[src/rtl/puf_pkg.sv]
// Shared definitions for the serial PUF response path.
//   PUF_CNT_W       : default counter width, shared with post_mux_counter
//   puf_state_e     : collector sequencing states
//   puf_count_width : width needed to hold the values 0..max_val
package puf_pkg;

  localparam int PUF_CNT_W = 7;

  typedef enum logic [2:0] {
    IDLE,
    CLEAR,
    COUNT,
    COMPARE,
    SHIFT,
    DONE
  } puf_state_e;

  function automatic int puf_count_width(input int max_val);
    return (max_val < 2) ? 1 : $clog2(max_val + 1);
  endfunction

endpackage

[src/rtl/puf_resp_serializer.sv]
// Parallel-load response register with a valid/ready serial output.
// The word is shifted out LSB first, one bit per accepted handshake.
// Ports:
//   clk, reset   : clock, asynchronous active-low reset
//   load         : capture load_data and start presenting bit 0
//   load_data    : N_BITS response word
//   resp_ready   : downstream accepts resp_bit this cycle
//   resp_bit     : current response bit (0 when not valid)
//   resp_valid   : resp_bit is valid
//   last_accept  : the final bit is being accepted this cycle
module puf_resp_serializer #(
  parameter int N_BITS = 16
) (
  input  logic              clk,
  input  logic              reset,
  input  logic              load,
  input  logic [N_BITS-1:0] load_data,
  input  logic              resp_ready,
  output logic              resp_bit,
  output logic              resp_valid,
  output logic              last_accept
);

  localparam int PTR_W = $clog2(N_BITS);

  logic [N_BITS-1:0] shift_reg;
  logic [N_BITS-1:0] shift_next;
  logic [PTR_W-1:0]  ptr_reg;
  logic              valid_reg;
  logic              accept;

  assign accept      = valid_reg & resp_ready;
  assign last_accept = accept & (ptr_reg == PTR_W'(N_BITS - 1));

  // Shift toward bit 0 so the bit under the pointer is always shift_reg[0].
  genvar gi;
  generate
    for (gi = 0; gi < N_BITS - 1; gi++) begin : g_shift
      assign shift_next[gi] = shift_reg[gi+1];
    end
  endgenerate
  assign shift_next[N_BITS-1] = 1'b0;

  always_ff @(posedge clk or negedge reset) begin
    if (!reset) begin
      shift_reg <= '0;
      ptr_reg   <= '0;
      valid_reg <= 1'b0;
    end else if (load) begin
      shift_reg <= load_data;
      ptr_reg   <= '0;
      valid_reg <= 1'b1;
    end else if (accept) begin
      shift_reg <= shift_next;
      ptr_reg   <= ptr_reg + PTR_W'(1);
      if (last_accept) begin
        valid_reg <= 1'b0;
      end
    end
  end

  // Held stable during a stall because nothing moves without accept.
  assign resp_bit   = valid_reg & shift_reg[0];
  assign resp_valid = valid_reg;

endmodule

[src/rtl/puf_response_collector.sv]
// Sequences a pair of post_mux_counter instances over N_BITS challenges,
// turns each count pair into one response bit (count_a > count_b), then
// streams the response word out serially LSB first.
// Ports:
//   clk, reset                : clock, asynchronous active-low reset
//   start                     : begin a run (only honoured when idle)
//   count_a/count_b           : counter values
//   finished_a/finished_b     : counter done levels
//   cnt_enable, cnt_clear     : counter controls
//   challenge_idx             : current challenge (upstream mux select)
//   resp_bit/valid/ready      : serial response handshake
//   busy, done, error         : run status; error is sticky until next start
//   tie_count                 : equal-count comparisons in this run
module puf_response_collector
  import puf_pkg::*;
#(
  parameter int CNT_W   = PUF_CNT_W,
  parameter int N_BITS  = 16,
  parameter int TIMEOUT = 1023
) (
  input  logic                      clk,
  input  logic                      reset,
  input  logic                      start,
  input  logic [CNT_W-1:0]          count_a,
  input  logic [CNT_W-1:0]          count_b,
  input  logic                      finished_a,
  input  logic                      finished_b,
  output logic                      cnt_enable,
  output logic                      cnt_clear,
  output logic [$clog2(N_BITS)-1:0] challenge_idx,
  output logic                      resp_bit,
  output logic                      resp_valid,
  input  logic                      resp_ready,
  output logic                      busy,
  output logic                      done,
  output logic                      error,
  output logic [$clog2(N_BITS):0]   tie_count
);

  localparam int IDX_W = $clog2(N_BITS);
  localparam int WD_W  = puf_count_width(TIMEOUT);

  localparam logic [IDX_W-1:0] LAST_IDX = IDX_W'(N_BITS - 1);
  localparam logic [IDX_W:0]   TIE_MAX  = (IDX_W + 1)'(N_BITS);
  localparam logic [WD_W-1:0]  WD_LAST  = WD_W'(TIMEOUT - 1);

  puf_state_e        state_reg;
  puf_state_e        state_next;
  logic [IDX_W-1:0]  idx_reg;
  logic [IDX_W:0]    tie_reg;
  logic              error_reg;
  logic              fin_a_seen_reg;
  logic              fin_b_seen_reg;
  logic [WD_W-1:0]   wdog_reg;
  logic [N_BITS-1:0] resp_reg;
  logic [N_BITS-1:0] resp_next;

  logic start_accept;
  logic both_seen;
  logic timeout_hit;
  logic last_idx;
  logic a_gt_b;
  logic a_eq_b;
  logic in_compare;
  logic ser_load;
  logic ser_last_accept;

  assign start_accept = (state_reg == IDLE) && start;
  assign in_compare   = (state_reg == COMPARE);
  assign last_idx     = (idx_reg == LAST_IDX);
  assign a_gt_b       = (count_a > count_b);
  assign a_eq_b       = (count_a == count_b);
  assign timeout_hit  = (wdog_reg == WD_LAST);
  // Include this cycle's flags so a flag seen on the same cycle as its
  // partner's earlier one moves on without an extra COUNT cycle.
  assign both_seen    = (fin_a_seen_reg | finished_a) & (fin_b_seen_reg | finished_b);

  // The bit landing in COMPARE is folded in combinationally so the
  // serializer can be loaded with the complete word on the same edge.
  assign ser_load = in_compare && last_idx;

  genvar gi;
  generate
    for (gi = 0; gi < N_BITS; gi++) begin : g_resp
      assign resp_next[gi] = start_accept ? 1'b0 :
                             (in_compare && (idx_reg == IDX_W'(gi))) ? a_gt_b :
                             resp_reg[gi];
    end
  endgenerate

  // Next-state and decoded outputs.
  always_comb begin
    state_next = state_reg;
    cnt_enable = 1'b0;
    cnt_clear  = 1'b0;
    busy       = 1'b0;
    done       = 1'b0;
    case (state_reg)
      IDLE: begin
        if (start) begin
          state_next = CLEAR;
        end
      end
      CLEAR: begin
        cnt_clear  = 1'b1;
        busy       = 1'b1;
        state_next = COUNT;
      end
      COUNT: begin
        cnt_enable = 1'b1;
        busy       = 1'b1;
        if (both_seen) begin
          state_next = COMPARE;
        end else if (timeout_hit) begin
          state_next = DONE;
        end
      end
      COMPARE: begin
        busy       = 1'b1;
        state_next = last_idx ? SHIFT : CLEAR;
      end
      SHIFT: begin
        busy = 1'b1;
        if (ser_last_accept) begin
          state_next = DONE;
        end
      end
      DONE: begin
        done       = 1'b1;
        state_next = IDLE;
      end
      default: begin
        state_next = IDLE;
      end
    endcase
  end

  always_ff @(posedge clk or negedge reset) begin
    if (!reset) begin
      state_reg      <= IDLE;
      idx_reg        <= '0;
      tie_reg        <= '0;
      error_reg      <= 1'b0;
      fin_a_seen_reg <= 1'b0;
      fin_b_seen_reg <= 1'b0;
      wdog_reg       <= '0;
      resp_reg       <= '0;
    end else begin
      state_reg <= state_next;
      resp_reg  <= resp_next;

      if (start_accept) begin
        idx_reg   <= '0;
        tie_reg   <= '0;
        error_reg <= 1'b0;
      end

      if (state_reg == CLEAR) begin
        fin_a_seen_reg <= 1'b0;
        fin_b_seen_reg <= 1'b0;
        wdog_reg       <= '0;
      end

      if (state_reg == COUNT) begin
        fin_a_seen_reg <= fin_a_seen_reg | finished_a;
        fin_b_seen_reg <= fin_b_seen_reg | finished_b;
        wdog_reg       <= wdog_reg + WD_W'(1);
        if (!both_seen && timeout_hit) begin
          error_reg <= 1'b1;
        end
      end

      if (in_compare) begin
        if (a_eq_b && (tie_reg != TIE_MAX)) begin
          tie_reg <= tie_reg + (IDX_W + 1)'(1);
        end
        // Index stays on the last challenge through SHIFT and DONE.
        if (!last_idx) begin
          idx_reg <= idx_reg + IDX_W'(1);
        end
      end
    end
  end

  puf_resp_serializer #(
    .N_BITS(N_BITS)
  ) u_serializer (
    .clk        (clk),
    .reset      (reset),
    .load       (ser_load),
    .load_data  (resp_next),
    .resp_ready (resp_ready),
    .resp_bit   (resp_bit),
    .resp_valid (resp_valid),
    .last_accept(ser_last_accept)
  );

  assign challenge_idx = idx_reg;
  assign error         = error_reg;
  assign tie_count     = tie_reg;

endmodule

[config.mk]
export PLATFORM = sky130hd
export DESIGN_NAME = puf_response_collector
export DESIGN_NICKNAME = d
export VERILOG_FILES = /design/src/rtl/puf_pkg.sv /design/src/rtl/puf_resp_serializer.sv /design/src/rtl/puf_response_collector.sv
export SDC_FILE = /design/constraint.sdc
export NUM_CORES = 1
export LEC_CHECK = 0
export BUFFER_PORTS_ARGS = -buffer_cell sky130_fd_sc_hd__buf_2
export CAP_MARGIN = 20
export CELL_PAD_IN_SITES_DETAIL_PLACEMENT = 0
export CELL_PAD_IN_SITES_GLOBAL_PLACEMENT = 1
export CORE_UTILIZATION = 35
export DETAILED_ROUTE_END_ITERATION = 6
export PLACE_DENSITY = 0.63
export SYNTH_ARGS = -nofsm -noshare
export SYNTH_HDL_FRONTEND = slang
export SYNTH_SLANG_ARGS = --single-unit
[constraint.sdc]
create_clock -name clk -period 2 [get_ports clk]
set_clock_uncertainty 0.15 [all_clocks]
set_input_delay 0.2 -clock clk [delete_from_list [all_inputs] [get_ports clk]]
set_output_delay 0.2 -clock clk [all_outputs]
set_load 0.02 [all_outputs]
Yosys cells after proc, flatten, opt, wreduce, memory -nomap -nowiden:

Index checks and enable logic that the tools add are counted.

* $add $sub $neg: 4
* order comparisons: 1
* equality and inequality tests: 27
* multiplexer cells: 63
* bitwise gates (word level): 6
* reductions and logical operators: 28

Operators by type and width (count)
* $mux W1: 45
* $eq A4 B4 Y1 const B: 9
* $mux W16: 2
* $mux W10: 2
* $mux W4: 5
* $logic_and A1 B1 Y1: 19
* $eq A4 B3 Y1 const B: 4
* $mux W3: 5
* $mux W5: 3
* $pmux W3 S5: 1
* $add A10 B1 Y10 const B: 1
* $eq A10 B10 Y1 const B: 1
* $add A4 B1 Y4 const B: 2
* $eq A4 B2 Y1 const B: 2
* $eq A7 B7 Y1: 1
* $gt A7 B7 Y1: 1
* $eq A3 B2 Y1 const B: 2
* $eq A3 B3 Y1 const B: 2
* $reduce_bool A2 Y1: 3
* $add A5 B1 Y5 const B: 1
* $ne A5 B5 Y1 const B: 1
* $and A1 B1 Y1: 4
* $eq A4 B1 Y1 const B: 1
* $logic_not A4 Y1: 1
* 9 further kinds: 11

* flip-flop bits (word level): 62
* input bits: 20
* output and inout port bits: 16
* logic and storage cells: 140

Logic depth before layout (Yosys ltp):

Gate-level depths: netlist of run 1.

* word-level depth: 6
* gate-level depth with buffers: 7
* mapped depth without buffers: 6

Cells and area by module:

A second synthesis of run 1 with hierarchy kept.

* cells, all modules: 332
* area total of the unflattened synthesis: 3224.3 um2

Modules (own cells, without submodules)
* puf_response_collector: instances 1, cells each 238, area each 2263.4 um2, sequential area each 1026.0 um2
* puf_resp_serializer: instances 1, cells each 94, area each 960.9 um2, sequential area each 525.5 um2

Worst setup path after synthesis of run 1:

Ideal clock, no wire load.

* kind: register -> register
* start: reg idx_reg[0] (netlist: challenge_idx[0])
* end: reg u_serializer.shift_reg[10]
* library setup time: 136 ps
* data arrival time: 1686 ps
* required time: 1714 ps
* setup slack: 28 ps
* stages on the path, launching flop included: 7
* path buffers: 2
* period minus slack after synthesis: 1972 ps
* path through: dfrtp_1 > ha_1 > and3_1 > clkbuf_1 > and2_0 > clkbuf_1 > o21ai_0

* longest elaborated chain between the ends: 5
* elaborated cells between the ends (all ways): 8
* classes of those cells: eq/ne: 2; mux: 3; reduce/logical: 3

RTL lines
* start: declaration: line puf_response_collector.sv:49 `logic [IDX_W-1:0] idx_reg;`
* start signal: assignment: line puf_response_collector.sv:179 `idx_reg <= idx_reg + IDX_W'(1);`
* $eq A4 B4 Y1: line puf_response_collector.sv:86 `(in_compare && (idx_reg == IDX_W'(gi))) ? a_gt_b :`
* $logic_and A1 B1 Y1: line puf_response_collector.sv:86
* $mux W1: line puf_response_collector.sv:86
* $mux W1: line puf_response_collector.sv:85 `assign resp_next[gi] = start_accept ? 1'b0 :`
* $mux W16: line puf_resp_serializer.sv:49 `end else if (load) begin`
* end signal: assignment: line puf_resp_serializer.sv:50 `shift_reg <= load_data;`
* end signal: assignment: line puf_resp_serializer.sv:54 `shift_reg <= shift_next;`
* end: declaration: line puf_resp_serializer.sv:26 `logic [N_BITS-1:0] shift_reg;`

Parallel ways exist; a longest one is shown, timed or not.
A chain may end at the register's enable or synchronous reset.

Worst setup path in the final report of run 1:

* start: reg state_reg[0]
* end: out cnt_enable

* longest elaborated chain between the ends: 2

RTL lines
* start: declaration: line puf_response_collector.sv:47 `puf_state_e state_reg;`
* start signal: assignment: line puf_response_collector.sv:149 `state_reg <= state_next;`
* $eq A3 B2 Y1: line puf_response_collector.sv:98 `case (state_reg)`
* $mux W1: line puf_response_collector.sv:98
* end: declaration: line puf_response_collector.sv:28 `output logic cnt_enable,`

No other way between the ends.

==> impl_metrics.env, run 1 <==
export IMPL_synthMuxAreaShare_pct=8.76
export IMPL_place_hpwl_mm=5.83
export IMPL_clockRootBuffer="clkbuf_8"
export IMPL_cp_end_kind="output pin"
export IMPL_setup_ws_ns=0.0979
export IMPL_dpl_cell_area_um2=3900
export IMPL_hold_class="in -> async"
export IMPL_numPortBuffers=35
export IMPL_cp_max_fo=10
export IMPL_synth_cell_types=53
export IMPL_fin_area_um2=4150
export IMPL_grt_antenna_before_repair=0
export IMPL_cts_tree="done"
export IMPL_swShare_pct=37.9
export IMPL_wl_per_cell_um=14.9
export IMPL_place_ws_ns=0.0652
export IMPL_dieHeight_um=101
export IMPL_p_switching_mw=1.81
export IMPL_avgSynthCellArea_um2=9.60
export IMPL_grt_total_usage_pct=17.8
export IMPL_rows=35
export IMPL_path_cells="buf_4 -> nor3b_4 -> buf_4 -> buf_2"
export IMPL_p_int_mw=2.96
export IMPL_routed_wl_mm=8.19
export IMPL_fmax_mhz=526
export IMPL_slew_headroom_pct=68.4
export IMPL_ys_async_sr_fraction_pct=100
export IMPL_layout_min_cycle_time_ns=1.90
export IMPL_power_density_nw_per_um2=1150
export IMPL_max_stage_delay_ns=0.43
export IMPL_cts_buffers=9
export IMPL_grt_pass1_wl_mm=14.0
export IMPL_post_cts_buffers=0
export IMPL_status="finished clean"
export IMPL_leakagePower_nw=1.91
export IMPL_pwr_share_comb_pct=37.7
export IMPL_drtIter0Drc=108
export IMPL_ys_seq_area_share_pct=44.5
export IMPL_diodes=0
export IMPL_syn_num_nets=393
export IMPL_start_util_pct=36.6
export IMPL_rsz0062_at_grt="false"
export IMPL_cp_required_ns=1.65
export IMPL_synth_simple_area_share_pct=18.7
export IMPL_synth_top_family_by_area="simple AND/OR/NAND/NOR gates"
export IMPL_yosysWarningCount=0
export IMPL_die_area_um2=10200
export IMPL_drv_slew=0
export IMPL_critPathTopFamily="buffers and inverters"
export IMPL_grt_pass1_vias=2689
export IMPL_coreArea_um2=9370
export IMPL_hold_viol=0
export IMPL_clkSlewWorstSetupHoldPaths_ns=0.08
export IMPL_fin_nets=451
export IMPL_grt_max_degree=62
export IMPL_synthFlopType="dfrtp_1"
export IMPL_via_count=2803
export IMPL_layout_drive_gt1_share_pct=20.7
export IMPL_gr_total_overflow=0
export IMPL_crit_type="reg -> out"
export IMPL_synth_seq_cells=61
export IMPL_h_tree_depth=3
export IMPL_sequentialPowerShare_pct=36.9
export IMPL_worst_hold_slack_ns=0.254
export IMPL_netlist_area_um2=3430
export IMPL_largest_register_ffs=16
export IMPL_ant_nets=0
export IMPL_clock_latency_ns=0.34
export IMPL_clockBufferDepth=2
export IMPL_syn2layout_area_growth_pct=21.1
export IMPL_path_buf_inv=3
export IMPL_worst_pin_slew_ns=0.470
export IMPL_finalCritPeriodShare_pct=95.1
export IMPL_fin_tns_setup_ns=0
export IMPL_synth_edf_count=0
export IMPL_synth_compound_area_share_pct=15.8
export IMPL_die_x_um=101
export IMPL_p_clk_share_pct=25.4
export IMPL_irDropWorstVdd_uv=493
export IMPL_ioPinCount=36
export IMPL_syn_inst=357
export IMPL_fillers=945
export IMPL_slowest_stage="dfrtp_1"
export IMPL_cpMostUsedCell="buf_4"
export IMPL_vias_per_cell=5.11
export IMPL_gp_congestion=0.735
export IMPL_worst_setup_path_start_kind="register"
export IMPL_final_core_util_pct=44.3
export IMPL_clock_sinks=61
export IMPL_drc=0
export IMPL_synthAdderAreaFrac_pct=5.84
export IMPL_dr_pass1_iters=4
export IMPL_cap_viol_max_count=0
export IMPL_worstPathArrival_ns=1.55
export IMPL_synth_xor_xnor_area_share_pct=1.02
export IMPL_finalSetupViolations=0
through the flow:
stage / power [mW] / std cells
final: 4.77 / 549
after floorplan: 2.93 / 357
after global routing: 5.12 / 549
after global placement: 3.56 / 530
after detailed placement: 3.58 / 530
after CTS: 4.82 / 549
power groups by stage:
| stage | Sequential, mW | Combinational [mW] | Clock [mW] |
|---|---|---|---|
| final | 1.76 | 1.80 | 1.21 |
| after floorplan | 1.76 | 1.17 | 0 |
| after global routing | 1.80 | 2.02 | 1.30 |
| after CTS | 1.76 | 1.82 | 1.24 |
| after detailed placement | 1.78 | 1.80 | 0 |
| after global placement | 1.77 | 1.79 | 0 |
tightest hold or removal path: stages:
cell,delay [ns]
dlygate4sd3_1,0.52
buf_2,0.12
buf_12,0.29
timing repair:
| action | in CTS | in global routing |
|---|---|---|
| hold endpoints to repair | 63 | 0 |
| hold buffers | 3 | 0 |
| resized for setup | 0 | 1 |
| setup endpoints to repair | 0 | 3 |
per-layer routing:
metal / routed length (µm) / GRT usage [%] / share of wire, % / vias up
met1: 4050 / 24.5 / 49 / 1361
met5: 0 / 0 / 0 / -
met4: 48 / 3.34 / 0.59 / 0
li1: - / - / - / 1406
met2: 3840 / 28.3 / 47 / 32
met3: 253 / 4.51 / 3.1 / 4
final timing paths:
kind,cells after the start,from,slack [ns],to
max,4,state_reg[0],0.1,cnt_enable
min,3,reset,0.25,resp_reg[10]
max reg2reg,6,challenge_idx[0],0.14,u_serializer.shift_reg[14]
min reg2reg,1,wdog_reg[9],0.33,wdog_reg[9]
max in group asynchronous,3,reset,1.16,u_serializer.shift_reg[15]
min in group clk,5,resp_ready,0.27,u_serializer.ptr_reg[1]
layout by cell type, fill, tap and decap left out, types with 8 or more instances in the layout:
| cell | count |
|---|---|
| nor3_1 | 8 |
| buf_4 | 28 |
| nand4_1 | 10 |
| inv_1 | 19 |
| o21ai_0 | 23 |
| nand3_1 | 15 |
| nand2_1 | 39 |
| mux2i_1 | 30 |
| a21oi_1 | 18 |
| buf_2 | 35 |
| o211ai_1 | 10 |
| nor2_1 | 18 |
| clkbuf_8 | 9 |
| dfrtp_1 | 61 |
| o31ai_1 | 8 |
| ha_1 | 16 |
synth_stat cells, drive strengths merged (3+ instances only):
cell type | number | area share, %
or2 | 3 | 0.55
nor3 | 8 | 1.2
nand2 | 39 | 4.3
ha | 16 | 5.8
a211o | 3 | 0.77
mux2i | 30 | 8.8
o211ai | 10 | 2.2
o311ai | 3 | 0.77
o21a | 3 | 0.66
clkbuf | 6 | 0.69
a21oi | 18 | 2.6
a211oi | 3 | 0.66
o31ai | 8 | 1.8
nand3 | 15 | 2.2
nor2 | 18 | 2.0
dfrtp | 61 | 45
nand4b | 3 | 0.77
inv | 19 | 2.1
buf | 15 | 2.6
o21ai | 26 | 3.8
nand4 | 10 | 1.8
and2 | 7 | 1.3
area by class of cell:
cell class | instances | area [µm²] | share of cell area (%)
multi-input cells | 256 | 1720 | 41.5
flip-flops and latches | 61 | 1530 | 36.8
repair buffers | 68 | 455 | 11.0
well taps | 129 | 161 | 3.89
clock buffers | 9 | 124 | 2.98
clock inverters | 7 | 90.1 | 2.17
inverters | 19 | 71.3 | 1.72
cell families (layout without fill, tap and decap cells):
logic type	after synthesis	count (layout)
flip-flops	61	61
adder cells (fa/ha/maj)	16	16
AND/OR/NAND/NOR	121	121
buffers and inverters	40	103
XOR/XNOR	4	4
multiplexers	30	30
AO/OA/AOI/OAI	85	85
Power figures use the tool's default switching activity.
==> run 2, diff against run 1 <==
SYNTH_HIERARCHICAL = 1   (was unset)
==> run 2 against run 1 <==
Net effect: the run now ends with design-rule violations left; largest power group is now registers; maximum frequency is 0.88% lower; non-clock buffer count decreased by 6; worst hold slack got worse by 0.017 ns; combinational power down 30%; sequential cell count increased by 1; first-iteration DRC count decreased by 52%; sequential power shrank 7%; die area shrank 5.8%; design area is 5.9% lower; power is 14% lower; core utilization grew 0.060 points; critical path type unchanged.
==> impl_metrics.env, run 2 <==
export IMPL_slowest_stage="dfrtp_2"
export IMPL_cap_viol_max_count=0
export IMPL_synth_top_area_share_pct=48.1
export IMPL_worst_pin_slew_ns=0.362
export IMPL_avgSynthCellArea_um2=9.71
export IMPL_worstPathArrival_ns=1.57
export IMPL_syn2layout_area_growth_pct=21.1
export IMPL_violations="design-rule violations"
export IMPL_setup_ws_ns=0.0811
export IMPL_synth_seq_cells=62
export IMPL_yosysMostFrequentCell="dfrtp_1"
export IMPL_h_tree_depth=3
export IMPL_netlist_area_um2=3220
export IMPL_clockBufferDepth=2
export IMPL_ys_seq_area_share_pct=48.1
export IMPL_dr_pass1_iters=6
export IMPL_diodes=0
export IMPL_routed_wl_mm=6.99
export IMPL_synthTopCellsByArea="dfrtp_1 48%, ha_1 6.2%, o21ai_0 5.7%"
export IMPL_dpl_cell_area_um2=3620
export IMPL_rsz0062_at_grt="false"
export IMPL_synthTopCellsByCount="62 x dfrtp_1, 45 x nand2_1, 37 x o21ai_0"
export IMPL_yosysWarningCount=6
export IMPL_r2r_start="state_reg[2]"
export IMPL_clock_latency_ns=0.34
export IMPL_fillers=873
export IMPL_fin_area_um2=3910
export IMPL_hold_class="in -> async"
export IMPL_numPortBuffers=35
export IMPL_seqCellArea_um2=1560
export IMPL_crit_type="reg -> out"
export IMPL_place_ws_ns=-0.0989
export IMPL_status="finished with violations"
export IMPL_p_int_mw=2.70
export IMPL_worst_setup_path_start_kind="register"
export IMPL_fin_nets=425
export IMPL_ioPinCount=36
export IMPL_power_density_nw_per_um2=1050
export IMPL_p_clk_share_pct=29.4
export IMPL_drv_slew=0
export IMPL_vias_per_cell=5.07
export IMPL_hold_viol=0
export IMPL_p_switching_mw=1.41
export IMPL_clkSlewWorstSetupHoldPaths_ns=0.07
export IMPL_dieHeight_um=98.0
export IMPL_die_x_um=98.0
export IMPL_layout_min_cycle_time_ns=1.92
export IMPL_path_buf_inv=3
export IMPL_path_cells="or3b_4 -> inv_8 -> buf_4 -> buf_2"
export IMPL_wl_per_cell_um=13.9
export IMPL_sequentialPowerShare_pct=39.9
export IMPL_pwr_share_comb_pct=30.7
export IMPL_rows=34
export IMPL_clockRootBuffer="clkbuf_8"
export IMPL_post_synth_top_area_cell="dfrtp_1"
export IMPL_slew_headroom_pct=75.8
export IMPL_synthFlopType="dfrtp_1"
export IMPL_grt_pass1_vias=2484
export IMPL_place_hpwl_mm=4.81
export IMPL_cts_tree="done"
export IMPL_swShare_pct=34.3
export IMPL_reg2reg_depth=6
export IMPL_leakagePower_nw=1.92
export IMPL_multiInputGateArea_um2=1520
export IMPL_mostFrequentLayoutCells="59 x dfrtp_1, 45 x nand2_1, 37 x o21ai_0"
export IMPL_cp_max_fo=7
export IMPL_clock_sinks=62
export IMPL_syn_num_nets=368
export IMPL_via_count=2545
export IMPL_layout_drive_gt1_share_pct=22.1
export IMPL_finalSetupViolations=0
export IMPL_cp_required_ns=1.65
export IMPL_finalCritPeriodShare_pct=95.9
export IMPL_fmax_mhz=521
export IMPL_start_util_pct=36.6
export IMPL_gp_congestion=0.729
export IMPL_irDropWorstVdd_uv=596
export IMPL_coreArea_um2=8810
export IMPL_cts_buffers=9
export IMPL_gr_total_overflow=0
export IMPL_critPathTopFamily="flip-flops"
export IMPL_ys_async_sr_fraction_pct=100
export IMPL_grt_pass1_wl_mm=12.0
export IMPL_cp_end_kind="output pin"
export IMPL_syn_inst=332
export IMPL_worst_hold_slack_ns=0.237
export IMPL_synth_cell_types=44
export IMPL_grt_max_degree=63
export IMPL_synth_edf_count=0
export IMPL_fin_cells=502
export IMPL_grt_total_usage_pct=15.8
export IMPL_rrSetupSlack_ns=0.21
export IMPL_drtIter0Drc=52
export IMPL_dp_cells=478
export IMPL_r2r_end="wdog_reg[2]"
export IMPL_final_common_cell="dfrtp_1"
export IMPL_grt_antenna_before_repair=0
export IMPL_ant_nets=0
export IMPL_max_stage_delay_ns=0.45
export IMPL_drc=2
export IMPL_die_area_um2=9600
-- run 2: changes by cell type in the layout (fill, tap and decap cells not counted), moves of 4 or more --
cell | before | now
mux2i_1 | 30 | 18
inv_1 | 19 | 14
o21ai_0 | 23 | 37
and2_1 | 6 | 2
nor2_1 | 18 | 12
buf_4 | 28 | 20
nor3_1 | 8 | 0
nand3_1 | 15 | 22
nand2_1 | 39 | 45
a21oi_1 | 18 | 13
nand4_1 | 10 | 4
-- run 2: kinds of logic after synthesis --
| group | share of synthesized area (%) |
|---|---|
| AND/OR/NAND/NOR | 16.6 |
| AO/OA/AOI/OAI | 17.0 |
| flip-flops | 48.1 |
| buffers and inverters | 4.77 |
| multiplexers | 5.59 |
| adder cells (fa/ha/maj) | 6.21 |
| XOR/XNOR | 1.63 |
-- run 2: metrics by stage --
stage               utilization, %  setup TNS [ns]  power (mW)
floorplan                        -               0        2.43
global placement              41.1         -0.0352        2.87
finish                        44.4               0        4.11
detailed placement            41.1          -0.655        2.89
global route                  44.4               0        4.40
CTS                           44.0               0        4.14
-- run 2: what timing repair did --
item                                    4_1_cts  5_1_grt
pin swaps                                     0        1
resized for setup                             1        3
hold buffers                                  4        0
endpoints found under the hold margin        65        0
setup buffers                                 0        4
endpoints found under the setup margin        1        7
-- run 2: per-layer routing --
metal	routed length [µm]	vias up	GRT usage, %
met3	241	8	4.37
met4	74	0	4.90
met2	3120	40	24.3
li1	-	1298	-
met5	0	-	0
met1	3560	1199	21.5
-- run 2: power by group through the flow --
stage                     clock network (mW)  logic [mW]  registers [mW]
after floorplan                            0       0.798            1.63
after global placement                     0        1.22            1.65
after detailed placement                   0        1.23            1.65
after CTS                               1.25        1.26            1.63
after global routing                    1.31        1.43            1.67
final                                   1.21        1.26            1.64
-- run 2: worst max-delay path by stage --
stage,endpoint,cells after the start,from,slack [ns]
2_1_floorplan,u_serializer/shift_reg[10],7,challenge_idx[1],0.09
3_3_place_gp,u_serializer/shift_reg[11],10,count_b[5],-0.02
3_5_place_dp,u_serializer/shift_reg[14],10,count_b[5],-0.1
4_1_cts,cnt_enable,4,state_reg[2],0.02
5_1_grt,cnt_clear,3,state_reg[2],0.02
6_report,cnt_enable,4,state_reg[0],0.08
-- run 2: tightest hold or removal path, cell delays in order --
cell	delay, ns
dlygate4sd3_1	0.52
buf_2	0.12
buf_12	0.28
-- run 2: area by class of cell --
cell class | instances | share of cell area [%]
multi-input cells | 238 | 39.0
clock buffers | 12 | 3.72
clock inverters | 4 | 1.79
well taps | 108 | 3.46
flip-flops and latches | 62 | 39.8
repair buffers | 62 | 10.5
inverters | 16 | 1.73
